--- src/rtl/pulse_channel_2.sv ---
// Game Boy APU pulse channel 2: duty-cycle square wave with a length counter and
// a volume envelope. There is no frequency sweep.
// Latency: amplitude is registered one clk after the internal state changes.
// Backpressure: none. Frame-sequencer timebases are levels and the channel acts
// on their rising edges.
//
// Ports:
//   clk, reset_n        system clock, asynchronous active-low reset
//   clk_256 / clk_64    length / envelope timebases (rising edge = one tick)
//   clk_128             sweep timebase, accepted but unused by this channel
//   freq                11-bit frequency register value
//   length_load         length register value (length = 64 - length_load)
//   duty_cycle          selects the duty pattern
//   starting_volume     initial envelope volume
//   period              envelope period in 64 Hz ticks (0 = envelope frozen)
//   length_enable       allows the length counter to silence the channel
//   trigger             restarts the channel on its rising edge
//   env_add             envelope direction (1 = up, 0 = down)
//   amplitude           4-bit sample to the mixer
module pulse_channel_2 (
  input  logic        clk,
  input  logic        reset_n,
  input  logic        clk_256,
  input  logic        clk_128,
  input  logic        clk_64,
  input  logic [10:0] freq,
  input  logic [5:0]  length_load,
  input  logic [1:0]  duty_cycle,
  input  logic [3:0]  starting_volume,
  input  logic [2:0]  period,
  input  logic        length_enable,
  input  logic        trigger,
  input  logic        env_add,
  output logic [3:0]  amplitude
);

  // This channel has no sweep unit, so the 128 Hz timebase is deliberately dropped.
  logic unused_clk_128;
  assign unused_clk_128 = clk_128;

  logic        enabled_q,    enabled_d;
  logic [3:0]  volume_q,     volume_d;
  logic [6:0]  length_q,     length_d;
  logic [13:0] freq_timer_q, freq_timer_d;
  logic [2:0]  duty_step_q,  duty_step_d;
  logic [2:0]  env_timer_q,  env_timer_d;
  logic        clk_256_q, clk_64_q, trigger_q;
  logic [3:0]  amplitude_q,  amplitude_d;

  logic        len_evt, env_evt, trig_evt;
  logic [13:0] reload_val;
  logic [7:0]  duty_pattern;
  logic        duty_bit;

  assign len_evt  = clk_256 & ~clk_256_q;
  assign env_evt  = clk_64  & ~clk_64_q;
  assign trig_evt = trigger & ~trigger_q;

  // (2048 - freq) * 4. The result is up to 8192, so it needs 14 bits.
  assign reload_val = {12'd2048 - {1'b0, freq}, 2'b00};

  // Bit n of the pattern is the output level for duty step n.
  always_comb begin
    duty_pattern = 8'b1000_0000;
    case (duty_cycle)
      2'b00: duty_pattern = 8'b1000_0000;
      2'b01: duty_pattern = 8'b1000_0001;
      2'b10: duty_pattern = 8'b1110_0001;
      2'b11: duty_pattern = 8'b0111_1110;
      default: duty_pattern = 8'b1000_0000;
    endcase
  end

  assign duty_bit = duty_pattern[duty_step_q];

  always_comb begin
    enabled_d    = enabled_q;
    volume_d     = volume_q;
    length_d     = length_q;
    freq_timer_d = freq_timer_q;
    duty_step_d  = duty_step_q;
    env_timer_d  = env_timer_q;

    // Reload on the cycle the timer would hit 0, so each duty step lasts exactly
    // reload_val clks. A new freq is only picked up here.
    if (enabled_q) begin
      if (freq_timer_q <= 14'd1) begin
        freq_timer_d = reload_val;
        duty_step_d  = duty_step_q + 3'd1;
      end else begin
        freq_timer_d = freq_timer_q - 14'd1;
      end
    end

    if (len_evt && length_enable && (length_q != 7'd0)) begin
      length_d = length_q - 7'd1;
      if (length_q == 7'd1) begin
        enabled_d = 1'b0;
      end
    end

    // The envelope timer also reloads on its last tick. Treating 0 the same as 1
    // covers a channel triggered with period 0 whose period is changed later.
    if (env_evt && (period != 3'd0)) begin
      if (env_timer_q <= 3'd1) begin
        env_timer_d = period;
        if (env_add) begin
          if (volume_q != 4'd15) volume_d = volume_q + 4'd1;
        end else begin
          if (volume_q != 4'd0) volume_d = volume_q - 4'd1;
        end
      end else begin
        env_timer_d = env_timer_q - 3'd1;
      end
    end

    // A trigger overrides every tick that lands in the same cycle.
    if (trig_evt) begin
      enabled_d    = (starting_volume != 4'd0) || env_add;  // DAC off -> stay silent
      freq_timer_d = reload_val;
      duty_step_d  = 3'd0;
      length_d     = 7'd64 - {1'b0, length_load};
      volume_d     = starting_volume;
      env_timer_d  = period;
    end
  end

  assign amplitude_d = (enabled_q && duty_bit) ? volume_q : 4'd0;

  always_ff @(posedge clk or negedge reset_n) begin
    if (!reset_n) begin
      enabled_q    <= 1'b0;
      volume_q     <= 4'd0;
      length_q     <= 7'd0;
      freq_timer_q <= 14'd0;
      duty_step_q  <= 3'd0;
      env_timer_q  <= 3'd0;
      clk_256_q    <= 1'b0;
      clk_64_q     <= 1'b0;
      trigger_q    <= 1'b0;
      amplitude_q  <= 4'd0;
    end else begin
      enabled_q    <= enabled_d;
      volume_q     <= volume_d;
      length_q     <= length_d;
      freq_timer_q <= freq_timer_d;
      duty_step_q  <= duty_step_d;
      env_timer_q  <= env_timer_d;
      clk_256_q    <= clk_256;
      clk_64_q     <= clk_64;
      trigger_q    <= trigger;
      amplitude_q  <= amplitude_d;
    end
  end

  assign amplitude = amplitude_q;

endmodule

--- config.mk ---
export PLATFORM = sky130hd
export DESIGN_NAME = pulse_channel_2
export DESIGN_NICKNAME = d
export VERILOG_FILES = /design/src/rtl/pulse_channel_2.sv
export SDC_FILE = /design/constraint.sdc
export NUM_CORES = 1
export LEC_CHECK = 0
export CAP_MARGIN = 20
export CORE_MARGIN = 3
export CORE_UTILIZATION = 56
export CTS_BUF_LIST = sky130_fd_sc_hd__clkbuf_4 sky130_fd_sc_hd__clkbuf_8 sky130_fd_sc_hd__clkbuf_16
export CTS_CLUSTER_DIAMETER = 100
export DETAILED_ROUTE_END_ITERATION = 10
export HOLD_SLACK_MARGIN = 0.12
export MAX_ROUTING_LAYER = met4
export PLACE_DENSITY = 0.82
export SLEW_MARGIN = 15
export SYNTH_ARGS = -nofsm -noshare
export SYNTH_HDL_FRONTEND = slang
export SYNTH_SLANG_ARGS = --single-unit
--- constraint.sdc ---
create_clock -name clk -period 3.1 [get_ports clk]
set_clock_uncertainty 0.15 [all_clocks]
set_input_delay 0.93 -clock clk [delete_from_list [all_inputs] [get_ports clk]]
set_output_delay 0.93 -clock clk [all_outputs]
set_load 0.02 [all_outputs]
==> parameters.txt, run 1 <==
Parameter                              Value

Pwr
  Total power consumption of the routed design    between 1.5 and 2 mW
  Static power due to leakage    about 1.4 nW
  Peak VDD IR    between 300 and 400 uV
  Sw Pwr    0.678 mW
  Fraction of power spent switching nets    0.366
  Combinational share of power    0.346
  Sequential share of power    0.411
  Design internal power    between 1 and 1.5 mW
  Power Density    approximately 580 nW/um^2
  Part of the total power dissipated in the clock network    0.243

Synth
  Top-count cell post-synth    dfrtp_1
  Post-Synthesis Mean Instance Area    around 8.8 sq um
  Warning count from the yosys run    0
  Area share of the largest cell type after synthesis    0.368
  Number of synthesized flops with an enable pin    0
  Cell area after synthesis    2660 sq um
  Biggest area contributors in the synthesized netlist    dfrtp_1 (37%), ha_1 (7.5%), xor2_1 (4.9%)
  Library cell with the largest summed area after synthesis    dfrtp_1
  Post-synthesis register bit count    39
  Synthesized instance count    301
  Number of nets in the synthesized netlist    between 300 and 400
  Fraction of registers with async set/reset    1.00
  Top post-synthesis cells by count    dfrtp_1 (39), nor2_1 (33), inv_1 (21), o21ai_0 (21), nand2_1 (17)
  Number of distinct library cells after synthesis    54
  Top flip-flop cell by instance count after synthesis    dfrtp_1
  Post-synthesis sequential area ratio    0.368

Clock tree
  Clock slew seen by the registers of the worst setup and hold paths    around 80 ps
  Post-CTS Resized    0
  CTS Root Cell    clkbuf_8
  H-tree depth reported by CTS    2
  Post-cts hold buffer count    0
  Max Buffers Root-to-Sink    2
  CTS tree    built
  TritonCTS Buffers    5
  Number of clock sinks    39
  Buffer count from post-CTS setup fixing    0
  Clock latency on the worst-skew pair    approximately 300 ps

Detailed routing
  Number of detailed-routing iterations run before antenna repair    4
  Vias/cell    5.87
  Vias    approximately 2300
  DRC marker count from the first detailed-route iteration    146
  Post-detailed-route count of antenna-violating nets    0
  WL/cell    about 14 microns
  Total wire length after detailed routing    5680 microns
  DRC violation count after routing    0

Timing
  Highest Clock Rate    between 0.3 and 0.4 GHz
  Worst slew pin tran    873 ps
  Setup TNS after final layout    0 ps
  Number of setup violations in the final report    0
  Final-report hold violation count    0
  Fin. max-slew vios    0
  RSZ-0062 raised after global routing    false
  Worst hold margin    375 ps
  Worst slew margin    0.418
  Final period utilization    0.838
  Final worst path period need    about 2600 ps

Placed design
  Number of cells in the design after placement    roughly 390
  Routability cong.    0.923
  Buffers on Ports    36
  Placed wire-length estimate after detailed placement    4260 microns

Run
  Max-capacitance violation count    0

Floorplanning
  Number of I/O pins    38
  Standard-cell rows    24
  Chip Width    74.9 microns
  Std-Cell Core Area    roughly 4500 sq um
  Die extent in y    74.9 microns
  Starting utilization of the core area    0.593
  Total Die Area    between 5000 and 6000 sq um

Global routing
  First-pass GRT wire length    about 9800 microns
  Global-route total usage across every layer    0.231
  Antenna violations before repair    0
  Maximum number of pins on one net before global-route repair    40
  Overflow after GRT    0
  Vias in the first global route    2328

Status
  Run status    finished, final reports clean

Layout
  Fraction of final layout cells with drive strength greater than 1    0.0789
  Finished Core Util    0.713
  NumNets Final    between 300 and 400
  Final-layout fill cell count    345
  Number of inserted diodes    0
  Final non-filler cell total    around 390
  Area delta synth->final    20.1%

Critical path
  Crit path kind    primary input to flop
  CP required    about 3200 ps
  Endpoint arrival time on the critical path    approximately 2700 ps
  Category of the worst setup path capture point    flop
  Maximum fanout encountered on the critical timing path    3
  Worst setup SP type    primary input

Min path
  Worst Hold Class    flop to flop
[critical path, cell delays in order]
cell             delay [ps]
clkdlybuf4s50_1         470
inv_1                    90
ha_1                    290
a21o_1                  170
a21oi_1                 160
xnor2_1                  80
or3_1                   300
a31oi_1                 160
[power groups by stage]
stage | logic (mW) | clock network [mW] | registers (mW)
after floorplan | 0.460 | 0 | 0.746
after detailed placement | 0.634 | 0 | 0.768
after global routing | 0.724 | 0.472 | 0.785
final | 0.641 | 0.449 | 0.761
after global placement | 0.609 | 0 | 0.760
after CTS | 0.639 | 0.454 | 0.757
[state kept, by name, summed over array words and instances (netlist names), 3 cells and up]
register / cells
freq_timer_q: 14
length_q: 7
amplitude: 4
volume_q: 4
duty_step_q: 3
env_timer_q: 3
[layout make-up]
| cell class | count | area [sq um] | share of cell area |
|---|---|---|---|
| clock inverter | 2 | 35.0 | 0.0110 |
| sequential | 39 | 976 | 0.306 |
| tap | 52 | 65.1 | 0.0204 |
| clock buffer | 6 | 82.6 | 0.0259 |
| inverter | 21 | 78.8 | 0.0247 |
| multi-input combinational | 231 | 1540 | 0.483 |
| timing repair buffer | 43 | 412 | 0.129 |
[through the flow]
step | setup slack (ps) | cell area, sq um
after floorplan | 751 | 2660
after global placement | 205 | 3060
after detailed placement | 179 | 3060
after CTS | 436 | 3180
after global routing | 369 | 3190
final | 502 | 3190
[cell usage in the layout, fill, tap and decap left out, types with 4 or more instances in the layout]
cell / netlist / final
buf_4: 0 / 6
nor4_1: 5 / 5
mux2i_1: 5 / 5
o21ai_1: 9 / 9
a21oi_1: 15 / 15
dfrtp_1: 39 / 39
or3_1: 5 / 5
nor3_1: 16 / 16
or4_1: 4 / 4
o21ai_0: 21 / 21
xnor2_1: 8 / 8
clkdlybuf4s50_1: 0 / 35
ha_1: 16 / 16
xor2_1: 15 / 15
nor2_1: 33 / 33
nand2_1: 17 / 17
a31oi_1: 6 / 6
clkbuf_8: 0 / 6
nand3_1: 10 / 10
inv_1: 21 / 21
[final timing paths]
path,cells past startpoint,to,start,slack [ps]
max,8,volume_q[3]$_DFFE_PN0P_,env_add,500
min,2,freq_timer_q[8]$_DFFE_PN0P_,freq_timer_q[8]$_DFFE_PN0P_,380
max reg2reg,6,freq_timer_q[9]$_DFFE_PN0P_,freq_timer_q[7]$_DFFE_PN0P_,590
min reg2reg,2,freq_timer_q[8]$_DFFE_PN0P_,freq_timer_q[8]$_DFFE_PN0P_,380
max in group asynchronous,1,clk_256_q$_DFF_PN0_,reset_n,1660
min in group asynchronous,1,duty_step_q[0]$_DFFE_PN0P_,reset_n,590
[kinds of logic after synthesis]
logic type	count (synthesis)	share of synthesized area
AO/OA/AOI/OAI	75	0.182
XOR/XNOR	23	0.0759
adder cells (fa/ha/maj)	17	0.0829
buffers and inverters	31	0.0528
flip-flops	39	0.368
multiplexers	6	0.0231
AND/OR/NAND/NOR	110	0.216
[metal layers]
layer,part of all wire,up-vias,GRT usage
li1,-,1151,-
met1,0.44,1091,0.274
met2,0.50,51,0.388
met3,0.038,20,0.0387
met4,0.028,0,0.0949
met5,0,-,-
Note: power is estimated with default switching activity, not from simulation.
==> run 2: changes to the inputs <==
--- a/config.mk
+++ b/config.mk
@@ -7,13 +7,13 @@
 export LEC_CHECK = 0
 export CAP_MARGIN = 20
 export CORE_MARGIN = 3
-export CORE_UTILIZATION = 56
+export CORE_UTILIZATION = 55
 export CTS_BUF_LIST = sky130_fd_sc_hd__clkbuf_4 sky130_fd_sc_hd__clkbuf_8 sky130_fd_sc_hd__clkbuf_16
 export CTS_CLUSTER_DIAMETER = 100
 export DETAILED_ROUTE_END_ITERATION = 10
 export HOLD_SLACK_MARGIN = 0.12
 export MAX_ROUTING_LAYER = met4
-export PLACE_DENSITY = 0.82
+export PLACE_DENSITY = 0.8
 export SLEW_MARGIN = 15
 export SYNTH_ARGS = -nofsm -noshare
 export SYNTH_HDL_FRONTEND = slang
==> constraint.sdc (replaced) <==
create_clock -name clk -period 2.6 [get_ports clk]
set_clock_uncertainty 0.15 [all_clocks]
set_input_delay 0.78 -clock clk [delete_from_list [all_inputs] [get_ports clk]]
set_output_delay 0.78 -clock clk [all_outputs]
set_load 0.02 [all_outputs]
==> run 2 against run 1 <==
Effect of this change:
- clock power grew 2%
- count of clock-buffer cells in the layout grew 1
- sequential cell count is the same
- worst setup slack worse by 390 ps
- highest routed layer unchanged
==> parameters.txt, run 2 (same netlist as run 1, synthesis figures left out) <==
Parameter                              Value

Status
  Run status    finished, final reports clean

Clock tree
  CTS tree    built
  CTS Root Cell    clkbuf_8
  H-tree depth reported by CTS    2
  Clock latency on the worst-skew pair    around 290 ps
  TritonCTS Buffers    5
  Clock slew seen by the registers of the worst setup and hold paths    80 ps
  Max Buffers Root-to-Sink    2
  Post-cts hold buffer count    0
  Buffer count from post-CTS setup fixing    0
  Post-CTS Resized    0
  Number of clock sinks    39

Critical path
  Maximum fanout encountered on the critical timing path    2
  Critical path's top delay family    buffers and inverters
  Category of the worst setup path capture point    flop
  Endpoint arrival time on the critical path    between 2000 and 3000 ps
  CP max stage delay    approximately 470 ps
  Crit path kind    primary input to flop
  Cell-by-cell listing of the critical path    clkdlybuf4s50_1 -> inv_1 -> ha_1 -> a21o_1 -> a21oi_1 -> xnor2_1 -> or3_1 -> a31oi_1
  Worst r2r dst    freq_timer_q[4]$_DFFE_PN0P_
  Worst setup SP type    primary input
  R2R depth    7
  Reg-to-reg startpoint    freq_timer_q[10]$_DFFE_PN0P_
  Number of buffer and inverter instances along the worst setup path    2
  CP required    around 2700 ps
  CP max stage cell    clkdlybuf4s50_1
  Register-to-register setup slack    roughly 120 ps

Timing
  RSZ-0062 raised after global routing    false
  Final worst path period need    roughly 2500 ps
  Final period utilization    0.956
  Number of setup violations in the final report    0
  Setup TNS after final layout    0 ps
  Worst slew pin tran    between 600 and 700 ps
  Final-report hold violation count    0
  Worst slew margin    0.573
  Fin. max-slew vios    0
  Highest Clock Rate    0.402 GHz
  Worst hold margin    245 ps

Layout
  Most frequent cells in the layout    dfrtp_1 (39), clkdlybuf4s50_1 (35), nor2_1 (33)
  Number of inserted diodes    0
  Final non-filler cell total    slightly above 400
  Flip-flop count of the largest register, all copies and words added    14
  Largest registers in the final layout    freq_timer_q: 14 flops, length_q: 7 flops
  Finished Core Util    0.736
  Area delta synth->final    24.9%
  Most common library cell in the layout ignoring fill and taps    dfrtp_1
  NumNets Final    roughly 410
  Reg with most FFs    freq_timer_q
  Fraction of final layout cells with drive strength greater than 1    0.120

Detailed routing
  DRC violation count after routing    0
  Vias    between 2000 and 2500
  Post-detailed-route count of antenna-violating nets    0
  DRC marker count from the first detailed-route iteration    97
  Number of detailed-routing iterations run before antenna repair    4
  Vias/cell    between 5 and 6
  WL/cell    approximately 14 microns
  Total wire length after detailed routing    between 5000 and 6000 microns

Global routing
  Overflow after GRT    0
  Global-route total usage across every layer    0.224
  Vias in the first global route    ~2300
  First-pass GRT wire length    9680 microns
  Maximum number of pins on one net before global-route repair    25
  Antenna violations before repair    0

Floorplanning
  Die extent in y    75.5 microns
  Std-Cell Core Area    4500 sq um
  Starting utilization of the core area    0.589
  Standard-cell rows    24
  Chip Width    approximately 75 microns
  Number of I/O pins    38
  Total Die Area    about 5700 sq um

Pwr
  Peak VDD IR    about 500 uV
  Static power due to leakage    roughly 1.4 nW
  Power Density    663 nW/um^2

Placed design
  Placed wire-length estimate after detailed placement    about 4500 microns
  Buffers on Ports    36
  Number of cells in the design after placement    ~400
  Routability cong.    around 0.9

Min path
  Worst Hold Class    primary input to async pin

Run
  Max-capacitance violation count    0
-- run 2: cell count changes in the layout (fill, tap and decap cells not counted) --
cell / delta
clkinvlp_4: +1
buf_12: +2
bufinv_16: -1
clkbuf_8: +1
clkinv_2: -1
buf_4: +15
buf_6: -1
-- run 2: power breakdown --
group	switching (mW)	internal, mW
clock	0.215	0.241
sequential	0.149	0.752
combinational	0.452	0.390
total	0.816	1.38
-- run 2: area by class of cell --
cell class                 instances  area, sq um
clock inverter                     1         7.51
clock buffer                       7         96.3
timing repair buffer              59          553
multi-input combinational        231         1540
sequential                        39          976
fill                             346         1190
tap                               52         65.1
inverter                          21         78.8
-- run 2: metal layers --
metal	GRT usage	vias up	wire, microns
met4	0.0757	0	87
met1	0.275	1129	2610
met5	-	-	0
met2	0.379	59	2870
met3	0.0330	9	245
li1	-	1192	-
-- run 2: worst max path at each step --
stage | slack, ps | from | end | depth (start not counted)
after global placement | -100 | env_add | volume_q[3]$_DFFE_PN0P_ | 8
after floorplan | 400 | env_add | volume_q[3]$_DFFE_PN0P_ | 7
after detailed placement | -200 | env_add | volume_q[3]$_DFFE_PN0P_ | 8
after CTS | 100 | env_add | volume_q[3]$_DFFE_PN0P_ | 8
after global routing | 7 | env_add | volume_q[3]$_DFFE_PN0P_ | 8
final | 110 | env_add | volume_q[3]$_DFFE_PN0P_ | 8
-- run 2: metrics by stage --
stage / area, sq um / power, mW / setup WS (ps)
after floorplan: 2660 / 1.44 / 401
after global placement: 3210 / 1.70 / -101
after detailed placement: 3210 / 1.75 / -200
after CTS: 3320 / 2.20 / 104
after global routing: 3320 / 2.35 / 7.47
final: 3320 / 2.20 / 114
